**src/rtl/mem_stage_hs.sv**
```systemverilog
// MEM stage with req/gnt/rvalid data-memory handshake, sub-word load/store and MEM/WB register; MEM_MISALIGN_EXC_EN enables misalignment trap.
// Latency: non-memory ops and granted stores reach WB next edge; loads reach WB on the edge ending the rvalid cycle.
// Backpressure: o_stall holds upstream while an access awaits i_gnt or i_rvalid; WB receives bubbles meanwhile.
module mem_stage_hs #(
  parameter int DATA_W = 32,
  parameter int ADDR_W = 32,
  parameter int REG_AW = 5
) (
  input  logic                  clk,
  input  logic                  rst,
  input  logic                  i_valid,
  input  logic                  i_MemRead,
  input  logic                  i_MemWrite,
  input  logic [1:0]            i_size,
  input  logic                  i_unsigned,
  input  logic [ADDR_W-1:0]     i_ALUOut,
  input  logic [DATA_W-1:0]     i_RTData,
  input  logic                  i_Overflow,
  input  logic                  i_Mem2Reg,
  input  logic                  i_RegWrite,
  input  logic [REG_AW-1:0]     i_RegAddrW,
  output logic                  o_stall,
  output logic                  o_req,
  output logic                  o_we,
  output logic [ADDR_W-1:0]     o_addr,
  output logic [DATA_W/8-1:0]   o_be,
  output logic [DATA_W-1:0]     o_wdata,
  input  logic                  i_gnt,
  input  logic                  i_rvalid,
  input  logic [DATA_W-1:0]     i_rdata,
  output logic                  o_WB_valid,
  output logic                  o_WB_Mem2Reg,
  output logic                  o_WB_RegWrite,
  output logic [DATA_W-1:0]     o_WB_MemData,
  output logic [DATA_W-1:0]     o_WB_ALUData,
  output logic [REG_AW-1:0]     o_WB_RegAddrW,
  output logic                  o_WB_exc
);

  localparam int NB    = DATA_W / 8;
  localparam int OFF_W = $clog2(NB);

  typedef enum logic [1:0] {IDLE, REQ, RESP} state_t;

  state_t state_q, state_d;

  logic [OFF_W-1:0] off_raw;
  logic [OFF_W-1:0] off;
  logic [OFF_W-1:0] size_mask;
  logic             misaligned;
  logic             misalign_exc;
  logic             access_raw;
  logic             access;
  logic             is_write;
  logic             req;
  logic             complete;

  assign access_raw = i_valid & (i_MemRead | i_MemWrite) & ~i_Overflow;
  assign is_write   = i_MemWrite;
  assign off_raw    = i_ALUOut[OFF_W-1:0];
  // Low i_size bits of the offset must be zero for a naturally aligned access.
  assign size_mask  = ~({OFF_W{1'b1}} << i_size);
  assign misaligned = |(off_raw & size_mask);

`ifdef MEM_MISALIGN_EXC_EN
  assign off          = off_raw;
  assign misalign_exc = access_raw & misaligned;
`else
  assign off          = off_raw & ~size_mask;
  assign misalign_exc = 1'b0;
`endif

  assign access = access_raw & ~misalign_exc;

  always_ff @(posedge clk) begin
    if (rst) begin
      state_q <= IDLE;
    end else begin
      state_q <= state_d;
    end
  end

  always_comb begin
    state_d  = state_q;
    req      = 1'b0;
    complete = 1'b0;
    case (state_q)
      IDLE: begin
        if (access) begin
          req = 1'b1;
          if (i_gnt) begin
            if (is_write) complete = 1'b1;
            else          state_d  = RESP;
          end else begin
            state_d = REQ;
          end
        end
      end
      REQ: begin
        if (access) begin
          req = 1'b1;
          if (i_gnt) begin
            if (is_write) begin
              complete = 1'b1;
              state_d  = IDLE;
            end else begin
              state_d = RESP;
            end
          end
        end else begin
          state_d = IDLE;
        end
      end
      RESP: begin
        if (i_rvalid) begin
          complete = 1'b1;
          state_d  = IDLE;
        end
      end
      default: state_d = IDLE;
    endcase
  end

  assign o_req   = req & ~rst;
  assign o_we    = o_req & is_write;
  assign o_stall = access & ~complete & ~rst;
  assign o_addr  = {i_ALUOut[ADDR_W-1:OFF_W], {OFF_W{1'b0}}};

  logic [15:0] be_mask;
  logic [15:0] be_full;

  always_comb begin
    be_mask = 16'h00FF;
    case (i_size)
      2'd0:    be_mask = 16'h0001;
      2'd1:    be_mask = 16'h0003;
      2'd2:    be_mask = 16'h000F;
      default: be_mask = 16'h00FF;
    endcase
    be_full = be_mask << off;
  end

  assign o_be = be_full[NB-1:0];

  always_comb begin
    o_wdata = '0;
    case (i_size)
      2'd0: for (int i = 0; i < NB; i++)     o_wdata[8*i +: 8]   = i_RTData[7:0];
      2'd1: for (int i = 0; i < NB/2; i++)   o_wdata[16*i +: 16] = i_RTData[15:0];
      2'd2: for (int i = 0; i < NB/4; i++)   o_wdata[32*i +: 32] = i_RTData[31:0];
      default: o_wdata = i_RTData;
    endcase
  end

  logic [DATA_W-1:0] shifted;
  logic [DATA_W-1:0] ld_data;
  logic              sgn;

  always_comb begin
    shifted = i_rdata >> {off, 3'b000};
    sgn     = shifted[DATA_W-1];
    case (i_size)
      2'd0:    sgn = shifted[7];
      2'd1:    sgn = shifted[15];
      2'd2:    sgn = shifted[31];
      default: sgn = shifted[DATA_W-1];
    endcase
    ld_data = shifted;
    for (int i = 0; i < DATA_W; i++) begin
      if (i >= (8 << i_size)) ld_data[i] = sgn & ~i_unsigned;
    end
  end

  logic              wb_valid_q,    wb_valid_d;
  logic              wb_mem2reg_q,  wb_mem2reg_d;
  logic              wb_regwrite_q, wb_regwrite_d;
  logic [DATA_W-1:0] wb_memdata_q,  wb_memdata_d;
  logic [DATA_W-1:0] wb_aludata_q,  wb_aludata_d;
  logic [REG_AW-1:0] wb_regaddr_q,  wb_regaddr_d;
  logic              wb_exc_q,      wb_exc_d;

  // A stalled cycle pushes an all-zero bubble into WB.
  always_comb begin
    wb_valid_d    = 1'b0;
    wb_mem2reg_d  = 1'b0;
    wb_regwrite_d = 1'b0;
    wb_memdata_d  = '0;
    wb_aludata_d  = '0;
    wb_regaddr_d  = '0;
    wb_exc_d      = 1'b0;
    if (!o_stall) begin
      wb_valid_d    = i_valid;
      wb_mem2reg_d  = i_Mem2Reg;
      wb_regwrite_d = i_RegWrite & ~i_Overflow & ~misalign_exc;
      wb_memdata_d  = (access & ~is_write) ? ld_data : '0;
      wb_aludata_d  = DATA_W'(i_ALUOut);
      wb_regaddr_d  = i_RegAddrW;
      wb_exc_d      = misalign_exc;
    end
  end

  always_ff @(posedge clk) begin
    if (rst) begin
      wb_valid_q    <= 1'b0;
      wb_mem2reg_q  <= 1'b0;
      wb_regwrite_q <= 1'b0;
      wb_memdata_q  <= '0;
      wb_aludata_q  <= '0;
      wb_regaddr_q  <= '0;
      wb_exc_q      <= 1'b0;
    end else begin
      wb_valid_q    <= wb_valid_d;
      wb_mem2reg_q  <= wb_mem2reg_d;
      wb_regwrite_q <= wb_regwrite_d;
      wb_memdata_q  <= wb_memdata_d;
      wb_aludata_q  <= wb_aludata_d;
      wb_regaddr_q  <= wb_regaddr_d;
      wb_exc_q      <= wb_exc_d;
    end
  end

  assign o_WB_valid    = wb_valid_q;
  assign o_WB_Mem2Reg  = wb_mem2reg_q;
  assign o_WB_RegWrite = wb_regwrite_q;
  assign o_WB_MemData  = wb_memdata_q;
  assign o_WB_ALUData  = wb_aludata_q;
  assign o_WB_RegAddrW = wb_regaddr_q;
  assign o_WB_exc      = wb_exc_q;

endmodule
```
**config.mk**
```make
export PLATFORM = sky130hd
export DESIGN_NAME = mem_stage_hs
export DESIGN_NICKNAME = d
export VERILOG_FILES = /design/src/rtl/mem_stage_hs.sv
export SDC_FILE = /design/constraint.sdc
export NUM_CORES = 1
export LEC_CHECK = 0
export CORE_MARGIN = 4
export CORE_UTILIZATION = 36
export CTS_CLUSTER_SIZE = 25
export DETAILED_ROUTE_END_ITERATION = 7
export HOLD_SLACK_MARGIN = 0.1
export MAX_ROUTING_LAYER = met4
export PLACE_DENSITY = 0.84
export SLEW_MARGIN = 20
export SYNTH_ARGS = -nofsm -noshare
export SYNTH_HDL_FRONTEND = slang
export SYNTH_SLANG_ARGS = --single-unit
```
**constraint.sdc**
```tcl
create_clock -name clk -period 3.75 [get_ports clk]
set_clock_uncertainty 0.15 [all_clocks]
set_input_delay 0.75 -clock clk [delete_from_list [all_inputs] [get_ports clk]]
set_output_delay 0.75 -clock clk [all_outputs]
set_load 0.02 [all_outputs]
```
==> reports/metrics.csv, run 1 <==
stage;metric;value;unit
timing;Worst Hold Margin;386;ps
die;die span in x;104;um
drt;Routed wire per std cell;16.4;um
power_and_ir_drop;PnR Total Power;1860;uW
timing;final clock period utilization by the worst path;92.2;%
global_route;first-pass GRT wire length;17500;um
timing;setup repair after global routing missed its margin;no;
timing;Slew Limit Headroom;59.0;%
global_route;maximum number of pins on one net before global-route repair;40;
die;Chip Height;104;um
drt;vias per inst;4.72;
timing;aggregate negative setup slack;0;ps
timing;total of endpoints with negative setup slack in the final report;0;
drt;DRC violation count after routing;0;
cts;number of sinks driven by the clock tree;74;
layout;Layout Nets;688;
critical_path;Startpoint Class;input pin;
cts;Clock Tree Buf Depth;2;
synthesis;library cell occupying the most area in the post-synthesis netlist;dfxtp_1;
critical_path;Crit. End Element;primary output;
critical_path;worst setup path category;input pin to primary output;
power_and_ir_drop;static leakage;0.00237;uW
critical_path;Data required, critical path;2850;ps
synthesis;number of distinct library cell variants in the gate-level netlist after synthesis;38;
drt;drt first-iter violations;72;
layout;area delta synth->final;77.2;%
synthesis;dominant cells by area after synthesis;dfxtp_1 (45%), buf_4 (9.3%), and2_1 (8.7%);
drt;total wire length;11300;um
die;io pins;258;
synthesis;sequential fraction of the synthesis area;44.7;%
layout;diode insertion count for antenna repair;0;
power_and_ir_drop;Psw;533;uW
placed_design;final RePlAce weighted congestion;0.931;
cts;Clock Latency Late Sink;340;ps
power_and_ir_drop;part of the total power dissipated in the clock network;29.1;%
critical_path;launch instance of the worst register-to-register path;state_q[1];
layout;Util after Layout;66.3;%
timing;count of final hold-check violations;0;
placed_design;hpwl dp;9260;um
cts;root buffer selected by CTS;clkbuf_8;
synthesis;share of Yosys cell area claimed by the top area cell type;44.7;%
placed_design;# port buffers;254;
synthesis;synthesized area;3310;um2
critical_path;maximum fanout along the worst path;10;
drt;first-pass detailed-route iteration total;4;
run;max-cap check violation count;0;
power_and_ir_drop;internal power consumption;1330;uW
power_and_ir_drop;combinational share of power;27.1;%
drt;number of nets with antenna violations after detailed routing;0;
layout;fraction of layout cells with a size suffix above 1;7.60;%
worst_hold_path;Tightest Hold Check Type;flop to flop;
timing;min cycle time layout;3460;ps
die;full die area;10800;um2
critical_path;arrival time worst endpoint;2560;ps
cts;TritonCTS clock tree;built;
timing;Max Slew Vio Count;0;
layout;filler instances;695;
synthesis;Synth Area per Inst;9.25;um2
die;row count;34;
synthesis;synthesized netlist cell count;358;
layout;Sequential Area;1480;um2
synthesis;post-synthesis sequential element count;74;
global_route;Remaining Overflow, GRT;0;
cts;H-tree levels;3;
global_route;global router's overall resource usage;20.6;%
power_and_ir_drop;Pwr per Cell Area;318;nW/um2
die;initial core utilization;37.4;%
timing;Max Fclk;289;MHz
drt;DR vias;3243;
cts;total clock buffers created by CTS;9;
global_route;initial antenna violation count;0;
layout;total area of multi-input combinational cells;1390;um2
cts;number of post-CTS setup repair buffers;0;
timing;Least-Margin Pin Slew;613;ps
critical_path;Critical path origin;i_size[1];
status;outcome;complete, no violations;
power_and_ir_drop;proportion of power drawn by flip-flops and latches;43.8;%
synthesis;synth warn;0;
worst_hold_path;hold path startpoint;state_q[0];
cts;clock slew at the register clock pins of the worst setup and hold paths;90;ps
global_route;number of global-route vias before repair;3361;
power_and_ir_drop;VDD IR max;162;uV
power_and_ir_drop;fraction of power spent switching nets;28.6;%
die;total core area;8850;um2
==> layout make-up <==
class | count | share of cell area (%)
timing repair buffer | 264 | 44.9
sequential | 74 | 25.2
inverter | 17 | 1.09
multi-input combinational | 208 | 23.6
clock inverter | 6 | 0.725
clock buffer | 10 | 2.17
tap | 108 | 2.30
==> registers in the layout, indices dropped and copies added, names as in the netlist <==
register / flops
o_WB_Mem2Reg: 1
o_WB_ALUData: 32
o_WB_valid: 1
o_WB_RegWrite: 1
state_q: 2
o_WB_MemData: 32
o_WB_RegAddrW: 5
==> Yosys cell counts <==
| cell | number |
|---|---|
| a211oi_1 | 1 |
| nor3b_1 | 4 |
| nand2_1 | 48 |
| buf_2 | 7 |
| and3_1 | 1 |
| or3_1 | 1 |
| buf_1 | 1 |
| mux2_2 | 8 |
| mux4_2 | 7 |
| nand2b_1 | 5 |
| nor2_2 | 2 |
| a31oi_1 | 1 |
| nor3_1 | 3 |
| clkbuf_1 | 11 |
| buf_6 | 1 |
| or2_1 | 3 |
| nand3_1 | 1 |
| nand4bb_1 | 2 |
| a21oi_1 | 2 |
| nor2_1 | 13 |
| dfxtp_1 | 74 |
| o21ai_0 | 10 |
| a2111oi_4 | 1 |
| and3b_1 | 1 |
| and4bb_1 | 1 |
| mux2i_1 | 12 |
| conb_1 | 1 |
| o21ai_1 | 17 |
| inv_1 | 17 |
| nor4b_1 | 1 |
| a2111oi_0 | 1 |
| nor2b_1 | 2 |
| a311oi_1 | 8 |
| buf_4 | 41 |
| a41o_1 | 1 |
| a221oi_1 | 1 |
| nor4_1 | 1 |
| and2_1 | 46 |
==> worst paths after layout <==
kind,depth (start not counted),end,slack (ps)
worst max-delay path,6,o_wdata[11],290
worst min-delay path,1,state_q[0],390
worst max register to register,4,o_WB_MemData[25],1510
worst min register to register,1,state_q[0],390
==> power groups by stage <==
stage          Sequential (uW)  Combinational, uW  Clock (uW)
3_5_place_dp               835                506           0
6_report                   816                505         543
4_1_cts                    817                508         558
3_3_place_gp               834                500           0
2_1_floorplan              867                202           0
5_1_grt                    819                534         593
==> kinds of logic (layout without fill, tap and decap cells) <==
logic type             Yosys count  in the layout  synth area share, %
other                            1              3                0.113
AOI/OAI and AO/OA               43             43                 8.57
DFF                             74             74                 44.7
and+or+nand+nor                135            135                 21.5
muxes                           27             27                 11.1
buffers and inverters           78            297                 14.0
==> metrics by stage <==
stage / worst slack [ps] / cells / cell area [um2]
final: 293 / 687 / 5870
after global placement: 95.1 / 671 / 5690
after global routing: 142 / 687 / 5870
after detailed placement: 37.4 / 671 / 5690
after floorplan: 917 / 360 / 3320
after CTS: 38.1 / 687 / 5860
==> metal layers <==
layer / GRT usage, % / part of all wire (%) / vias to the layer above
li1: - / - / 1574
met4: 5.03 / 1.3 / 0
met3: 5.15 / 7.2 / 9
met2: 38.4 / 54 / 158
met1: 21.7 / 38 / 1502
met5: - / 0 / -
==> critical path, cell delays in order <==
cell and delay (ps):
clkdlybuf4s50_1 440, buf_4 180, nor2_2 400, nand2_1 110, nand2_1 70, clkdlybuf4s50_1 600
==> placed cells by master (no fill, tap or decap), types with 8 or more instances in the layout <==
cell type / Yosys / routed
inv_1: 17 / 17
a311oi_1: 8 / 8
o21ai_1: 17 / 17
dfxtp_1: 74 / 74
o21ai_0: 10 / 10
clkdlybuf4s50_1: 0 / 253
and2_1: 46 / 46
nand2_1: 48 / 48
buf_4: 41 / 9
mux2_2: 8 / 8
clkbuf_8: 0 / 9
nor2_1: 13 / 13
mux2i_1: 12 / 12
==> timing repair <==
action                                  CTS  global route
endpoints found under the setup margin    0             1
hold buffers                              0             0
gates resized for setup                   0             1
(Power assumes the default switching activity.)
==> inputs of run 2 (changes only) <==
--- a/config.mk
+++ b/config.mk
@@ -5,13 +5,14 @@
 export SDC_FILE = /design/constraint.sdc
 export NUM_CORES = 1
 export LEC_CHECK = 0
-export CORE_MARGIN = 4
-export CORE_UTILIZATION = 36
-export CTS_CLUSTER_SIZE = 25
+export CORE_AREA = 2 2 99 101
+export CTS_CLUSTER_SIZE = 10
 export DETAILED_ROUTE_END_ITERATION = 7
+export DIE_AREA = 0 0 101 103
+export GPL_TIMING_DRIVEN = 0
 export HOLD_SLACK_MARGIN = 0.1
 export MAX_ROUTING_LAYER = met4
-export PLACE_DENSITY = 0.84
+export PLACE_DENSITY = 0.83
 export SLEW_MARGIN = 20
 export SYNTH_ARGS = -nofsm -noshare
 export SYNTH_HDL_FRONTEND = slang
==> run 2 against run 1 <==
  * Clock power is essentially flat
  * Register-to-register slack lost 170 ps
  * Sequential share of layout area shrank 1.1 points
  * Setup slack lost 160 ps
  * Final cell count grew 7.9%
  * Largest power group unchanged
==> reports/metrics.csv, run 2 (same netlist as run 1, synthesis figures left out) <==
stage;metric;value;unit
status;outcome;complete, no violations;
timing;min cycle time layout;3610;ps
global_route;met1 global-route usage;24.3;%
layout;number of standard cells in the final layout excluding fillers;741;
timing;Least-Margin Pin Slew;802;ps
layout;Sequential Area;1480;um2
timing;Max Fclk;277;MHz
global_route;maximum number of pins on one net before global-route repair;12;
drt;number of nets with antenna violations after detailed routing;0;
die;Chip Height;103;um
placed_design;worst slack, placed;83.0;ps
timing;Max Slew Vio Count;0;
die;total core area;9460;um2
layout;most used cells in the layout excluding fill and tap cells;clkdlybuf4s50_1 (249), dfxtp_1 (74), nand2_1 (48);
critical_path;Startpoint Class;input pin;
critical_path;most numerous cell on the critical path;clkbuf_1;
critical_path;critical-path cell list;buf_2 -> clkbuf_1 -> clkbuf_1 -> mux2_2 -> clkdlybuf4s50_1;
run;max-cap check violation count;0;
timing;total of endpoints with negative setup slack in the final report;0;
layout;commonest non-fill, non-tap cell in the layout;clkdlybuf4s50_1;
cts;H-tree levels;3;
drt;DRC violation count after routing;0;
worst_hold_path;Tightest Hold Check Type;flop to flop;
die;full die area;10400;um2
timing;setup repair after global routing missed its margin;no;
drt;DR vias;3479;
global_route;global routing's busiest layer;met2;
global_route;GR Util met2;39.6;%
critical_path;Data required, critical path;2850;ps
timing;aggregate negative setup slack;0;ps
cts;Clock Latency Late Sink;340;ps
die;die span in x;101;um
cts;clock slew at the register clock pins of the worst setup and hold paths;70;ps
global_route;initial antenna violation count;0;
placed_design;# port buffers;251;
layout;Layout Nets;736;
drt;vias per inst;4.70;
timing;Worst Hold Margin;388;ps
placed_design;area of placed instances;5980;um2
die;row count;36;
global_route;Remaining Overflow, GRT;0;
drt;first-pass detailed-route iteration total;4;
cts;total clock buffers created by CTS;9;
layout;fraction of layout cells with a size suffix above 1;12.8;%
global_route;global router's overall resource usage;22.2;%
placed_design;hpwl dp;9340;um
power_and_ir_drop;static leakage;0.00256;uW
cts;TritonCTS clock tree;built;
drt;Routed wire per std cell;15.8;um
critical_path;maximum fanout along the worst path;10;
global_route;number of global-route vias before repair;3389;
timing;Slew Limit Headroom;46.3;%
layout;total area of multi-input combinational cells;1380;um2
drt;drt first-iter violations;136;
cts;number of sinks driven by the clock tree;74;
timing;count of final hold-check violations;0;
cts;root buffer selected by CTS;clkbuf_8;
drt;total wire length;11700;um
power_and_ir_drop;VDD IR max;152;uV
layout;area delta synth->final;85.5;%
critical_path;worst setup path category;input pin to primary output;
die;io pins;258;
power_and_ir_drop;Pwr per Cell Area;308;nW/um2
global_route;routing usage on met3;4.88;%
critical_path;arrival time worst endpoint;2710;ps
cts;number of post-CTS setup repair buffers;0;
global_route;first-pass GRT wire length;17100;um
layout;filler instances;804;
layout;final design instance area without fill;6150;um2
layout;diode insertion count for antenna repair;0;
timing;Setup WS post-layout;137;ps
placed_design;final RePlAce weighted congestion;0.895;
critical_path;highest cell delay on the worst timing path;540;ps
cts;Clock Tree Buf Depth;2;
critical_path;Crit-path slowest cell;clkdlybuf4s50_1;
critical_path;Crit. End Element;primary output;
timing;final clock period utilization by the worst path;96.4;%
placed_design;count of placed standard cells including taps;725;
die;initial core utilization;35.0;%
==> run 2: routing by layer <==
metal  part of all wire [%]  routed length (um)  vias to the layer above
li1                       -                   -                     1669
met1                     38                4490                     1628
met2                     53                6210                      168
met3                    7.1                 829                       14
met4                    1.7                 199                        0
met5                      0                   0                        -
==> run 2: what timing repair did <==
action	4_1_cts	5_1_grt
resized for setup	0	3
endpoints found under the setup margin	0	12
hold buffers	0	0
==> run 2: through the flow <==
step / util [%] / power, uW
2_1_floorplan: - / 1070
3_3_place_gp: 63.2 / 1360
3_5_place_dp: 63.2 / 1370
4_1_cts: 64.9 / 1910
5_1_grt: 65.0 / 1970
6_report: 65.0 / 1890
==> run 2: worst paths after layout <==
kind	startpoint	endpoint	slack [ps]	cells after the start
max reg2reg	state_q[1]	o_WB_MemData[20]	1340	5
min	state_q[0]	state_q[0]	390	1
max	i_size[1]	o_wdata[22]	140	5
min reg2reg	state_q[0]	state_q[0]	390	1
==> run 2: power by group <==
| part | internal (uW) | switching, uW | leakage [uW] |
|---|---|---|---|
| combinational | 301 | 233 | 0.00187 |
| clock | 259 | 282 | 0.0000807 |
| sequential | 810 | 6.69 | 0.000606 |
==> run 2: layout make-up <==
class	count	share of cell area (%)
buffer	61	6.51
timing repair buffer	251	41.0
multi-input combinational	208	22.4
clock inverter	2	0.204
tap	114	2.32
sequential	74	24.1
clock buffer	14	2.48
inverter	17	1.04
==> run 2: critical path, delay by kind of cell <==
| family | cells | cell delay (ps) |
|---|---|---|
| buffers and inverters | 4 | 1560 |
| multiplexers | 1 | 390 |
==> inputs of run 3 (changes only) <==
==> constraint.sdc (replaced) <==
create_clock -name clk -period 4.6 [get_ports clk]
set_clock_uncertainty 0.15 [all_clocks]
set_input_delay 0.92 -clock clk [delete_from_list [all_inputs] [get_ports clk]]
set_output_delay 0.92 -clock clk [all_outputs]
set_load 0.02 [all_outputs]
==> run 3 against run 2 <==
  * Setup slack better by 420 ps
  * Power down 19%
  * Die area unchanged
  * Clock-buffer cell count unchanged
  * Wire length down 0.39%
  * Cell area down 0.10%
  * Core utilization down 0.066 points
  * Critical path type unchanged
  * Critical endpoint is now o_stall
  * Largest power group unchanged
==> reports/metrics.csv, run 3 (same netlist as run 1, synthesis figures left out) <==
stage;metric;value;unit
status;outcome;complete, no violations;
critical_path;register-to-register setup slack;2190;ps
die;io pins;258;
layout;Layout Nets;736;
timing;Slew Limit Headroom;46.4;%
power_and_ir_drop;fraction of power spent switching nets;27.5;%
drt;first-pass detailed-route iteration total;4;
timing;aggregate negative setup slack;0;ps
die;row count;36;
cts;root buffer selected by CTS;clkbuf_8;
layout;area delta synth->final;85.3;%
drt;DRC violation count after routing;0;
global_route;global router's overall resource usage;22.2;%
timing;Least-Margin Pin Slew;801;ps
drt;drt first-iter violations;125;
critical_path;Crit. End Element;primary output;
critical_path;arrival time worst endpoint;2970;ps
timing;Max Fclk;247;MHz
power_and_ir_drop;Psw;424;uW
critical_path;Data required, critical path;3530;ps
die;total core area;9460;um2
cts;H-tree levels;3;
power_and_ir_drop;combinational share of power;28.2;%
cts;total clock buffers created by CTS;9;
cts;cts-stage hold buffer count;0;
timing;Max Slew Vio Count;0;
power_and_ir_drop;PnR Total Power;1540;uW
placed_design;# port buffers;251;
critical_path;Startpoint Class;input pin;
power_and_ir_drop;part of the total power dissipated in the clock network;28.5;%
cts;TritonCTS clock tree;built;
run;max-cap check violation count;0;
worst_hold_path;Hold Crit Depth;1;
global_route;number of global-route vias before repair;3389;
drt;number of nets with antenna violations after detailed routing;0;
power_and_ir_drop;VDD IR max;124;uV
timing;total of endpoints with negative setup slack in the final report;0;
placed_design;hpwl dp;9340;um
die;die span in x;101;um
worst_hold_path;sink of the worst hold path;state_q[0];
drt;total wire length;11700;um
global_route;initial antenna violation count;0;
die;full die area;10400;um2
die;Chip Height;103;um
cts;number of sinks driven by the clock tree;74;
critical_path;worst-case reg-to-reg path depth;5;
drt;Routed wire per std cell;15.8;um
critical_path;worst reg2reg endpoint;o_WB_MemData[20];
critical_path;launch instance of the worst register-to-register path;state_q[1];
critical_path;worst setup path category;input pin to primary output;
layout;most used cells in the layout excluding fill and tap cells;clkdlybuf4s50_1 (251), dfxtp_1 (74), nand2_1 (48);
cts;CTS resizes;0;
power_and_ir_drop;Pwr per Cell Area;251;nW/um2
timing;count of final hold-check violations;0;
layout;commonest non-fill, non-tap cell in the layout;clkdlybuf4s50_1;
layout;diode insertion count for antenna repair;0;
power_and_ir_drop;static leakage;0.00253;uW
placed_design;final RePlAce weighted congestion;0.895;
global_route;maximum number of pins on one net before global-route repair;12;
drt;vias per inst;4.68;
drt;DR vias;3470;
timing;setup repair after global routing missed its margin;no;
power_and_ir_drop;internal power consumption;1120;uW
cts;Clock Tree Buf Depth;2;
worst_hold_path;hold path startpoint;state_q[0];
timing;min cycle time layout;4040;ps
worst_hold_path;Tightest Hold Check Type;flop to flop;
cts;Clock Latency Late Sink;340;ps
cts;number of post-CTS setup repair buffers;0;
critical_path;maximum fanout along the worst path;4;
timing;final clock period utilization by the worst path;87.9;%
power_and_ir_drop;proportion of power drawn by flip-flops and latches;43.2;%
die;initial core utilization;35.0;%
global_route;first-pass GRT wire length;17100;um
layout;fraction of layout cells with a size suffix above 1;12.6;%
cts;clock slew at the register clock pins of the worst setup and hold paths;70;ps
global_route;Remaining Overflow, GRT;0;
## run 3: cell types whose count changed in the layout (fill, tap and decap cells not counted), sizes merged
cell,change
clkdlybuf4s50,+2
clkbuf,-1
buf,+1
dlymetal6s2s,-2
## run 3: layer usage
metal	up-vias	track usage (%)	part of all wire, %
li1	1667	-	-
met1	1626	24.3	39
met2	163	39.6	53
met3	14	4.88	6.7
met4	0	8.21	1.7
met5	-	-	0
## run 3: worst max path at each step
stage | start | endpoint | slack (ps) | cells past startpoint
after floorplan | i_size[0] | o_be[1] | 1430 | 6
after global placement | i_size[0] | o_wdata[14] | 610 | 7
after detailed placement | i_Overflow | o_stall | 590 | 5
after CTS | i_size[0] | o_wdata[14] | 570 | 7
after global routing | i_size[0] | o_wdata[14] | 420 | 7
final | i_Overflow | o_stall | 560 | 5
## run 3: critical path, cell delays in order
cell	delay, ps
clkdlybuf4s50_1	520
and4bb_1	270
a2111oi_4	440
nor2b_1	170
clkdlybuf4s50_1	640
## run 3: power groups by stage
stage	registers [uW]	clock network (uW)	logic [uW]
after global routing	667	479	462
final	666	440	435
after CTS	666	453	438
after detailed placement	681	0	435
after global placement	680	0	428
after floorplan	707	0	164
## run 3: metrics by stage
stage	setup slack, ps	util (%)	instance area (um2)	std cells	hold slack [ps]
after floorplan	1430	-	3320	360	313
final	557	64.9	6140	741	388
after global placement	606	63.2	5980	725	337
after global routing	419	64.9	6140	741	403
after detailed placement	593	63.2	5980	725	358
after CTS	565	64.9	6140	741	369
## run 3: cell type report
class                      count  area [um2]
fill                         804        3320
timing repair buffer         251        2510
sequential                    74        1480
multi-input combinational    208        1380
buffer                        61         399
clock buffer                  14         153
tap                          114         143
inverter                      17        63.8
clock inverter                 2        12.5
